## config.mk

```make
export PLATFORM = sky130hd
export DESIGN_NAME = sram_rr_arbiter_flat
export DESIGN_NICKNAME = d
export VERILOG_FILES = /design/src/rtl/sram_rr_arbiter_pkg.sv /design/src/rtl/sram_rr_arbiter_if.sv /design/src/rtl/sram_rr_arbiter_rr_picker.sv /design/src/rtl/sram_rr_arbiter.sv /design/src/flat_wrapper.sv
export SDC_FILE = /design/constraint.sdc
export NUM_CORES = 1
export LEC_CHECK = 0
export BUFFER_PORTS_ARGS = -buffer_cell sky130_fd_sc_hd__buf_2
export CORE_MARGIN = 4
export CORE_UTILIZATION = 30
export CTS_CLUSTER_DIAMETER = 120
export CTS_CLUSTER_SIZE = 8
export DETAILED_ROUTE_END_ITERATION = 8
export GPL_ROUTABILITY_DRIVEN = 0
export PLACE_DENSITY = 0.58
export SLEW_MARGIN = 5
export SYNTH_ARGS = -nofsm -noshare
export SYNTH_HDL_FRONTEND = slang
export SYNTH_SLANG_ARGS = --single-unit
```

## constraint.sdc

```tcl
create_clock -name Clk -period 3.75 [get_ports Clk]
set_clock_uncertainty 0.15 [all_clocks]
set_input_delay 0 -clock Clk [delete_from_list [all_inputs] [get_ports Clk]]
set_output_delay 0 -clock Clk [all_outputs]
set_load 0.02 [all_outputs]
```

## src/rtl/sram_rr_arbiter_pkg.sv

```systemverilog
// Shared types and defaults for the round-robin SRAM arbiter.
// Array typedefs are sized from the defaults; the RTL itself is sized by module parameters.
package sram_arb_pkg;

    localparam int N_REQ_DEF  = 5;
    localparam int ADDR_W_DEF = 16;
    localparam int DATA_W_DEF = 16;
    localparam int WAIT_W     = 3;

    typedef enum logic [1:0] {
        ST_IDLE,
        ST_SETUP,
        ST_ACCESS,
        ST_DONE
    } arb_state_t;

    typedef logic [N_REQ_DEF-1:0][ADDR_W_DEF-1:0] addr_arr_t;
    typedef logic [N_REQ_DEF-1:0][DATA_W_DEF-1:0] data_arr_t;

    function automatic int ptr_w(input int n);
        return (n > 1) ? $clog2(n) : 1;
    endfunction

endpackage

```

## src/rtl/sram_rr_arbiter_if.sv

```systemverilog
// Requester-side and SRAM-side bus of the arbiter; master drives requests and SRAM read data.
interface sram_rr_arbiter_if
    import sram_arb_pkg::*;
#(
    parameter int N_REQ  = N_REQ_DEF,
    parameter int ADDR_W = ADDR_W_DEF,
    parameter int DATA_W = DATA_W_DEF
);
    logic [N_REQ-1:0]             writeRequest;
    logic [N_REQ-1:0]             readRequest;
    logic [N_REQ-1:0][ADDR_W-1:0] ADDR;
    logic [N_REQ-1:0][DATA_W-1:0] DATA;
    logic [DATA_W-1:0]            SRAMdataIn;
    logic [DATA_W-1:0]            SRAMdataOut;
    logic                         SRAMdataOE;
    logic [ADDR_W-1:0]            addressToSRAM;
    logic                         SRAM_WE;
    logic                         SRAM_RE;
    logic [N_REQ-1:0]             grant;
    logic [DATA_W-1:0]            DataToCPUs;
    logic [N_REQ-1:0]             requestDone;

    modport master (
        output writeRequest, readRequest, ADDR, DATA, SRAMdataIn,
        input  SRAMdataOut, SRAMdataOE, addressToSRAM, SRAM_WE, SRAM_RE,
               grant, DataToCPUs, requestDone
    );

    modport slave (
        input  writeRequest, readRequest, ADDR, DATA, SRAMdataIn,
        output SRAMdataOut, SRAMdataOE, addressToSRAM, SRAM_WE, SRAM_RE,
               grant, DataToCPUs, requestDone
    );

endinterface

```

## src/rtl/sram_rr_arbiter_rr_picker.sv

```systemverilog
// Combinational round-robin selector: first set request at or after ptr, wrapping to 0.
module rr_picker #(
    parameter int N_REQ = 5,
    parameter int PTR_W = 3
) (
    input  logic [N_REQ-1:0] req,
    input  logic [PTR_W-1:0] ptr,
    output logic [N_REQ-1:0] gnt,
    output logic [PTR_W-1:0] idx,
    output logic             valid
);
    localparam int SW = PTR_W + 1;

    always_comb begin
        logic [SW-1:0] pos;
        gnt   = '0;
        idx   = '0;
        valid = 1'b0;
        pos   = '0;
        // Scan farthest offset first so the nearest set request overwrites earlier hits.
        for (int i = N_REQ - 1; i >= 0; i--) begin
            pos = {1'b0, ptr} + SW'(i);
            if (pos >= SW'(N_REQ))
                pos = pos - SW'(N_REQ);
            if (req[pos[PTR_W-1:0]]) begin
                gnt                 = '0;
                gnt[pos[PTR_W-1:0]] = 1'b1;
                idx                 = pos[PTR_W-1:0];
                valid               = 1'b1;
            end
        end
    end

endmodule

```

## src/rtl/sram_rr_arbiter.sv

```systemverilog
// Round-robin arbiter letting N_REQ requesters share one asynchronous SRAM.
// Each access runs IDLE -> SETUP -> ACCESS (WAIT_CYCLES+1) -> DONE with the winner latched up front.
module sram_rr_arbiter
    import sram_arb_pkg::*;
#(
    parameter int N_REQ       = N_REQ_DEF,
    parameter int ADDR_W      = ADDR_W_DEF,
    parameter int DATA_W      = DATA_W_DEF,
    parameter int WAIT_CYCLES = 1
) (
    input logic               Clk,
    input logic               reset,
    sram_rr_arbiter_if.slave  bus
);
    localparam int PTR_W = ptr_w(N_REQ);

    arb_state_t        state, state_nxt;
    logic [PTR_W-1:0]  rr_ptr;
    logic [PTR_W-1:0]  win_idx;
    logic [N_REQ-1:0]  win_gnt;
    logic              win_wr;
    logic [WAIT_W-1:0] wait_cnt;
    logic [ADDR_W-1:0] addr_q;
    logic [DATA_W-1:0] wdata_q;
    logic [DATA_W-1:0] rdata_q;

    logic [N_REQ-1:0]  pick_gnt;
    logic [PTR_W-1:0]  pick_idx;
    logic              pick_vld;
    logic              access_last;

    logic [N_REQ-1:0]  grant_c;
    logic [N_REQ-1:0]  done_c;
    logic              we_c;
    logic              re_c;
    logic              oe_c;

    rr_picker #(
        .N_REQ (N_REQ),
        .PTR_W (PTR_W)
    ) u_picker (
        .req   (bus.writeRequest | bus.readRequest),
        .ptr   (rr_ptr),
        .gnt   (pick_gnt),
        .idx   (pick_idx),
        .valid (pick_vld)
    );

    assign access_last = (wait_cnt == WAIT_W'(WAIT_CYCLES));

    always_ff @(posedge Clk or negedge reset) begin
        if (!reset)
            state <= ST_IDLE;
        else
            state <= state_nxt;
    end

    always_comb begin
        state_nxt = state;
        grant_c   = '0;
        done_c    = '0;
        we_c      = 1'b1;
        re_c      = 1'b1;
        oe_c      = 1'b0;
        case (state)
            ST_IDLE: begin
                if (pick_vld)
                    state_nxt = ST_SETUP;
            end
            ST_SETUP: begin
                grant_c   = win_gnt;
                oe_c      = win_wr;
                state_nxt = ST_ACCESS;
            end
            ST_ACCESS: begin
                grant_c = win_gnt;
                oe_c    = win_wr;
                we_c    = ~win_wr;
                re_c    = win_wr;
                if (access_last)
                    state_nxt = ST_DONE;
            end
            ST_DONE: begin
                grant_c   = win_gnt;
                done_c    = win_gnt;
                state_nxt = ST_IDLE;
            end
            default: state_nxt = ST_IDLE;
        endcase
    end

    // Winner context is captured once so requesters may change inputs freely mid-access.
    always_ff @(posedge Clk or negedge reset) begin
        if (!reset) begin
            rr_ptr   <= '0;
            win_idx  <= '0;
            win_gnt  <= '0;
            win_wr   <= 1'b0;
            wait_cnt <= '0;
            addr_q   <= '0;
            wdata_q  <= '0;
            rdata_q  <= '0;
        end else begin
            case (state)
                ST_IDLE: begin
                    if (pick_vld) begin
                        win_idx  <= pick_idx;
                        win_gnt  <= pick_gnt;
                        win_wr   <= bus.writeRequest[pick_idx];
                        addr_q   <= bus.ADDR[pick_idx];
                        wdata_q  <= bus.DATA[pick_idx];
                        wait_cnt <= '0;
                    end
                end
                ST_ACCESS: begin
                    wait_cnt <= wait_cnt + 1'b1;
                    if (access_last && !win_wr)
                        rdata_q <= bus.SRAMdataIn;
                end
                ST_DONE: begin
                    rr_ptr <= (win_idx == PTR_W'(N_REQ - 1)) ? '0 : win_idx + 1'b1;
                end
                default: ;
            endcase
        end
    end

    assign bus.grant         = grant_c;
    assign bus.requestDone   = done_c;
    assign bus.SRAM_WE       = we_c;
    assign bus.SRAM_RE       = re_c;
    assign bus.SRAMdataOE    = oe_c;
    assign bus.addressToSRAM = addr_q;
    assign bus.SRAMdataOut   = wdata_q;
    assign bus.DataToCPUs    = rdata_q;

    a_strobe_excl: assert property (@(posedge Clk) disable iff (!reset) !(!we_c && !re_c));
    a_oe_vs_read:  assert property (@(posedge Clk) disable iff (!reset) !(oe_c && !re_c));
    a_grant_1hot:  assert property (@(posedge Clk) disable iff (!reset) $onehot0(grant_c));

endmodule

```

## src/flat_wrapper.sv

```systemverilog
// flat-port wrapper written by rule: the top's interface ports become plain ports
module sram_rr_arbiter_flat import sram_arb_pkg::*;
#(
    parameter int N_REQ       = N_REQ_DEF,
    parameter int ADDR_W      = ADDR_W_DEF,
    parameter int DATA_W      = DATA_W_DEF,
    parameter int WAIT_CYCLES = 1
)
  (Clk, reset, bus_writeRequest, bus_readRequest, bus_ADDR, bus_DATA, bus_SRAMdataIn, bus_SRAMdataOut, bus_SRAMdataOE, bus_addressToSRAM, bus_SRAM_WE, bus_SRAM_RE, bus_grant, bus_DataToCPUs, bus_requestDone);
  sram_rr_arbiter_if #(.N_REQ(N_REQ), .ADDR_W(ADDR_W), .DATA_W(DATA_W)) bus_i ();
  input logic Clk;
  input logic reset;
  input wire logic [$bits(bus_i.writeRequest)-1:0] bus_writeRequest;
  input wire logic [$bits(bus_i.readRequest)-1:0] bus_readRequest;
  input wire logic [$bits(bus_i.ADDR)-1:0] bus_ADDR;
  input wire logic [$bits(bus_i.DATA)-1:0] bus_DATA;
  input wire logic [$bits(bus_i.SRAMdataIn)-1:0] bus_SRAMdataIn;
  output wire logic [$bits(bus_i.SRAMdataOut)-1:0] bus_SRAMdataOut;
  output wire logic [$bits(bus_i.SRAMdataOE)-1:0] bus_SRAMdataOE;
  output wire logic [$bits(bus_i.addressToSRAM)-1:0] bus_addressToSRAM;
  output wire logic [$bits(bus_i.SRAM_WE)-1:0] bus_SRAM_WE;
  output wire logic [$bits(bus_i.SRAM_RE)-1:0] bus_SRAM_RE;
  output wire logic [$bits(bus_i.grant)-1:0] bus_grant;
  output wire logic [$bits(bus_i.DataToCPUs)-1:0] bus_DataToCPUs;
  output wire logic [$bits(bus_i.requestDone)-1:0] bus_requestDone;
  assign bus_i.writeRequest = bus_writeRequest;
  assign bus_i.readRequest = bus_readRequest;
  assign bus_i.ADDR = bus_ADDR;
  assign bus_i.DATA = bus_DATA;
  assign bus_i.SRAMdataIn = bus_SRAMdataIn;
  assign bus_SRAMdataOut = bus_i.SRAMdataOut;
  assign bus_SRAMdataOE = bus_i.SRAMdataOE;
  assign bus_addressToSRAM = bus_i.addressToSRAM;
  assign bus_SRAM_WE = bus_i.SRAM_WE;
  assign bus_SRAM_RE = bus_i.SRAM_RE;
  assign bus_grant = bus_i.grant;
  assign bus_DataToCPUs = bus_i.DataToCPUs;
  assign bus_requestDone = bus_i.requestDone;
  sram_rr_arbiter #(.N_REQ(N_REQ), .ADDR_W(ADDR_W), .DATA_W(DATA_W), .WAIT_CYCLES(WAIT_CYCLES)) u_core (.Clk(Clk), .reset(reset), .bus(bus_i));
endmodule
```

Word-level counts from Yosys, hierarchy flattened
Index checks and enable logic that the tools add are counted.
{"block": "totals", "regBits": 65, "in_bits": 188, "out_inout_bits": 61, "wordCells": 117}
{"block": "op_classes", "n_addsub": 11, "magnitude_cmp": 16, "eq_ne": 7, "n_mux": 57, "bitwise": 2, "reduce_logical": 15}
{"operator": "$bmux W16 S3", "n": 2}
{"operator": "$mux W3", "n": 12}
{"operator": "$mux W5", "n": 7}
{"operator": "$mux W16", "n": 2}
{"operator": "$lt A3 B4 Y1 const B", "n": 6}
{"operator": "$mux W1", "n": 19}
{"operator": "$bmux W1 S3", "n": 6}
{"operator": "$ge A4 B3 Y1 const B", "n": 4}
{"operator": "$demux W1 S3", "n": 5}
{"operator": "$ge A3 B1 Y1 const B", "n": 5}
{"operator": "$sub A3 B3 Y3 const B", "n": 5}
{"operator": "$add A3 B2 Y4 const B", "n": 2}
{"operator": "$pmux W2 S4", "n": 1}
{"operator": "$reduce_and A2 Y1", "n": 4}
{"operator": "$add A3 B1 Y3 const B", "n": 2}
{"operator": "$logic_and A1 B1 Y1", "n": 6}
{"operator": "$pmux W3 S2", "n": 1}
{"operator": "$or A5 B5 Y5", "n": 1}
{"operator": "$add A3 B1 Y4 const B", "n": 1}
{"operator": "$add A3 B3 Y4 const B", "n": 1}
{"operator": "$eq A2 B2 Y1 const B", "n": 2}
{"operator": "$mux W2", "n": 2}
{"operator": "$ne A2 B1 Y1 const B", "n": 2}
{"operator": "$eq A3 B1 Y1 const B", "n": 1}
{"operator": "other kinds (9)", "n": 9}

Depth between registers and ports, before layout
{"block": "logic_depth", "depth_word": 12, "depth_mapped": 16, "ltp_nobuf": 13}

Modules after synthesis
From an unflattened synthesis, not the netlist that was laid out.
{"block": "hier_totals", "hier_cells": 563, "area_unflattened_um2": 5307.6}
{"module": "sram_rr_arbiter", "n_inst": 1, "cells_per_inst": 346, "area_per_inst_um2": 3866.2, "seq_area_each_um2": 1626.6}
{"module": "rr_picker", "n_inst": 1, "cells_per_inst": 217, "area_per_inst_um2": 1441.4, "seq_area_each_um2": 0.0}

Worst setup path after synthesis
No wires, ideal clock.
{"block": "synth_path", "path_kind": "register to register", "start": "reg u_core.rr_ptr[1]", "end": "reg u_core.addr_q[1], in the netlist u_core.bus.addressToSRAM[1]", "setup_time_ps": 142, "arrival_time_ps": 3709, "required_time_ps": 3458, "path_slack_ps": -251, "stages_incl_launch_ff": 15, "n_path_buf": 2, "period_less_slack_ps": 4001, "path_cell_list": "dfrtp_1 > buf_2 > inv_1 > ha_1 > ha_1 > nor2b_1 > a22o_1 > or2_4 > a31o_4 > or4b_1 > a311oi_2 > o21ai_2 > buf_6 > a2111oi_4 > a211oi_1"}
{"block": "synth_via", "elab_chain_len": 12, "elab_cells_between_ends": 42, "cone_classes": "add/sub (9); order compare (5); mux (27); reduce/logical (1)"}
{"element": "start: declaration", "line": "sram_rr_arbiter.sv:18", "rtl": "logic [PTR_W-1:0] rr_ptr;"}
{"element": "start signal: assignment", "line": "sram_rr_arbiter.sv:121", "rtl": "rr_ptr <= (win_idx == PTR_W'(N_REQ - 1)) ? '0 : win_idx + 1'b1;"}
{"element": "$add A3 B3 Y4", "line": "sram_rr_arbiter_rr_picker.sv:22", "rtl": "pos = {1'b0, ptr} + SW'(i);"}
{"element": "$ge A4 B3 Y1 / $sub A3 B3 Y3 (equally long branches)", "line": "sram_rr_arbiter_rr_picker.sv:23, sram_rr_arbiter_rr_picker.sv:24"}
{"element": "$mux W3", "line": "sram_rr_arbiter_rr_picker.sv:23", "rtl": "if (pos >= SW'(N_REQ))"}
{"element": "$bmux W1 S3", "line": "sram_rr_arbiter_rr_picker.sv:25", "rtl": "if (req[pos[PTR_W-1:0]]) begin"}
{"element": "$mux W1 (implied by the code)", "line": "sram_rr_arbiter_rr_picker.sv:25"}
{"element": "$mux W3 (5 in a row)", "line": "sram_rr_arbiter_rr_picker.sv:25"}
{"element": "$bmux W16 S3", "line": "sram_rr_arbiter.sv:110", "rtl": "addr_q <= bus.ADDR[pick_idx];"}
{"element": "$mux W16 (implied by the code)", "line": "sram_rr_arbiter.sv:110"}
{"element": "end signal: assignment", "line": "sram_rr_arbiter.sv:110"}
{"element": "end: declaration", "line": "sram_rr_arbiter.sv:23", "rtl": "logic [ADDR_W-1:0] addr_q;"}
Parallel ways exist; a longest one is shown, timed or not. The select of a mux whose other input is x is not followed.
A chain may end at the register's enable or synchronous reset.

Worst setup path after layout
Same ends and word-level chain as after synthesis.

==> metrics.txt <==
num rows=52; final max-slew violation count=0; Total Wirelength=29.34 mm; DRC=0; dominant cell type by area after synthesis=dfrtp_1; min-delay src=bus_writeRequest[2]; CTS tree=built; PortBufs=248; status=finished, violations left; clock sinks=65; vias in the first global route=8081; clk buf depth=2; TritonCTS buffer count=9; Final TNS setup=0 ps; mux cell area share after synthesis=10.09%; top_reg_cell synth=dfrtp_1; Hold Crit Endpoint=u_core.win_wr; Post-Synth Simple-Gate Area=12.16%; critical path startpoint category=register; synthesized net count=899; main combinational cell family by area after synthesis=compound AO/OA/AOI/OAI gates; Post-DP Area=8850 um2; failing checks=hold timing; xor/xnor share of the synthesized area=0.2787%; die width=152.7 um; Setup Viol. Count Final=0; synthesized flop and latch total=65; Synth Cell Area=6285 um2; RSZ-0062 raised after global routing=true; maxcap violations=0; EDFF count, synth=0; wire length per cell=19.65 um; Tcrit/Tclk final=99.58%; Total Die Area=23330 um2; relative slew slack=44.77%; DRT iter0 DRCs=697; Final Cell Area=11580 um2; sequential share of the synthesized area=25.88%; Worst Hold Depth=3; # IOs=249; Synth Area in Compound Gates=40.04%; Worst R2R End=u_core.bus.addressToSRAM[1]; WS Path Type=register to register; Max Clk Rate=0.2678 GHz; Critical Path Sink Type=register; Synth area leaders=dfrtp_1 26%, a211oi_1 8.4%, a2111oi_4 8.3%; Root Driver=clkbuf_16; layout cell share with drive strength beyond 1=46.69%; fill count=1683; Clk pin slew, worst setup/hold paths=60 ps; Post-Synth Adder-Cell Area=3.703%; Avg Cell Area, Syn=9.069 um2; hold_ws=-10.55 ps; FF-to-FF path depth=14; Core Region=20430 um2; worst min path class=input port to register; count of cell types in the netlist=80; register-to-register setup slack=20 ps; Total GRT Usage=22.44%; Worst-Skew Late Latency=340 ps; Worst Path Required=3810 ps; hpwl dp=19.06 mm; Slew @ Worst Pin=828.5 ps; DIE HEIGHT=152.7 um; Post-DRT Antenna Nets=0; pin count of the biggest net entering global routing=61; FFs w/ async S/R, synth=100.0%; global-route wire length before repair=42.86 mm; Ant. Diodes=0; NumNets Final=1424; vias=8080; Congestion Overflow GR=0; Clock H-tree levels=3; launching point of the worst reg2reg path=u_core.rr_ptr[1]; crit path DAT=3800 ps; final hold violation count=1; 1st-pass router iterations=7; critical path peak fanout=8; Post-Route Utilization=56.71%; Synth top area share=25.88%; initial antenna violation count=0; Post-Synthesis Cells=693; Area Growth Syn to Fin=84.33%; starting density of the core=30.76%; crit path time final=3734 ps; Syn. warnings=0; via/cell ratio=5.412
## synth_stat cells, types with 19 or more instances
library cell,instances
a2111oi_4,19
a211oi_1,70
a21boi_0,23
a21oi_1,24
clkbuf_1,30
dfrtp_1,65
inv_1,59
mux2i_1,42
nand2_1,28
nor2_1,31
o21ai_0,30
o22ai_1,24
## through the flow
step	setup slack [ps]	std cells	hold WS (ps)
detailed placement	-242.3	1300	-323.3
CTS	6.404	1471	4.149
global placement	-155.1	1300	-319.6
finish	15.57	1493	-10.55
global route	-175.3	1493	-3.177
floorplan	13.19	693	-445.6
## sequential cells by signal (all words and copies together), names as in the netlist
| name | count |
|---|---|
| u_core.wait_cnt | 3 |
| u_core.win_idx | 3 |
| u_core.win_wr | 1 |
| u_core.bus.addressToSRAM | 16 |
| u_core.rr_ptr | 3 |
| u_core.state | 2 |
| u_core.bus.SRAMdataOut | 16 |
| u_core.win_gnt | 5 |
| u_core.bus.DataToCPUs | 16 |
## placed cells by master (no fill, tap or decap), types with 6 or more instances in the layout
| cell type | instances |
|---|---|
| mux2i_1 | 30 |
| dlygate4sd3_1 | 153 |
| nor2b_1 | 12 |
| buf_4 | 126 |
| or3_1 | 6 |
| a22oi_1 | 12 |
| buf_6 | 19 |
| nand2_1 | 27 |
| clkbuf_16 | 14 |
| a2111oi_4 | 22 |
| nor2_1 | 28 |
| nand2b_1 | 14 |
| nor3_1 | 8 |
| mux2_2 | 17 |
| and2_1 | 10 |
| buf_2 | 248 |
| nand3_1 | 6 |
| a211oi_1 | 41 |
| ha_1 | 13 |
| a21o_1 | 11 |
| o22ai_1 | 22 |
| o21ai_0 | 25 |
| a21boi_0 | 22 |
| dfrtp_1 | 63 |
| inv_1 | 57 |
| buf_12 | 12 |
| a211oi_2 | 30 |
| a21oi_1 | 22 |
| mux2i_2 | 9 |
| o311ai_1 | 6 |
## worst max path at each step
stage | from | end | cells past startpoint
floorplan | u_core.rr_ptr[0] | u_core.bus.addressToSRAM[10] | 16
global placement | u_core.rr_ptr[1] | u_core.bus.addressToSRAM[15] | 14
detailed placement | u_core.rr_ptr[1] | u_core.bus.addressToSRAM[15] | 14
CTS | u_core.rr_ptr[1] | u_core.bus.SRAMdataOut[9] | 14
global route | u_core.rr_ptr[1] | u_core.bus.addressToSRAM[1] | 16
finish | u_core.rr_ptr[1] | u_core.bus.addressToSRAM[1] | 14
## worst max-delay path, stage by stage, from the launching register on
cell,delay [ps]
dfrtp_2,460
inv_4,110
ha_4,170
ha_4,210
nor2b_4,120
a22o_1,220
or2_4,270
a31o_4,260
or4b_4,520
a311oi_2,260
buf_4,180
o21ai_4,140
buf_12,200
a2111oi_4,230
a211oi_2,80
## what timing repair did
item                                   in CTS  in global routing
hold buffers                              153                  0
pin swaps                                   3                 53
buffers inserted                            2                 15
setup endpoints to repair                  33                 33
cloned                                      0                  7
gates resized for setup                    16                115
endpoints found under the hold margin     114                  0
## area by class of cell
cell class / count / area (um2) / area share [%]
clock buffers: 9 / 225.2 / 1.944
clock inverters: 7 / 78.83 / 0.6804
flip-flops and latches: 65 / 1629 / 14.06
inverters: 61 / 234.0 / 2.020
multi-input cells: 515 / 4737 / 40.89
repair buffers: 566 / 4343 / 37.49
well taps: 270 / 337.8 / 2.916
## cells by family (layout without fill, tap and decap cells)
group	count (synthesis)	count (layout)
mux	60	60
simple gates	145	145
flops	65	65
compound gates	290	290
buf+inv	113	643
xor+xnor	2	2
fa+ha+maj	18	18
## metal layers
| metal | wire [um] | vias up | share of wire (%) | track usage, % |
|---|---|---|---|---|
| li1 | - | 3708 | - | - |
| met1 | 11830 | 3807 | 40 | 27.64 |
| met2 | 13970 | 451 | 48 | 37.70 |
| met3 | 2138 | 114 | 7.3 | 5.197 |
| met4 | 1396 | 0 | 4.8 | 9.504 |
| met5 | 0 | - | 0 | 0 |
Power is not shown: default switching activity piles up to over one toggle a cycle in this logic, so the estimate is an artifact.
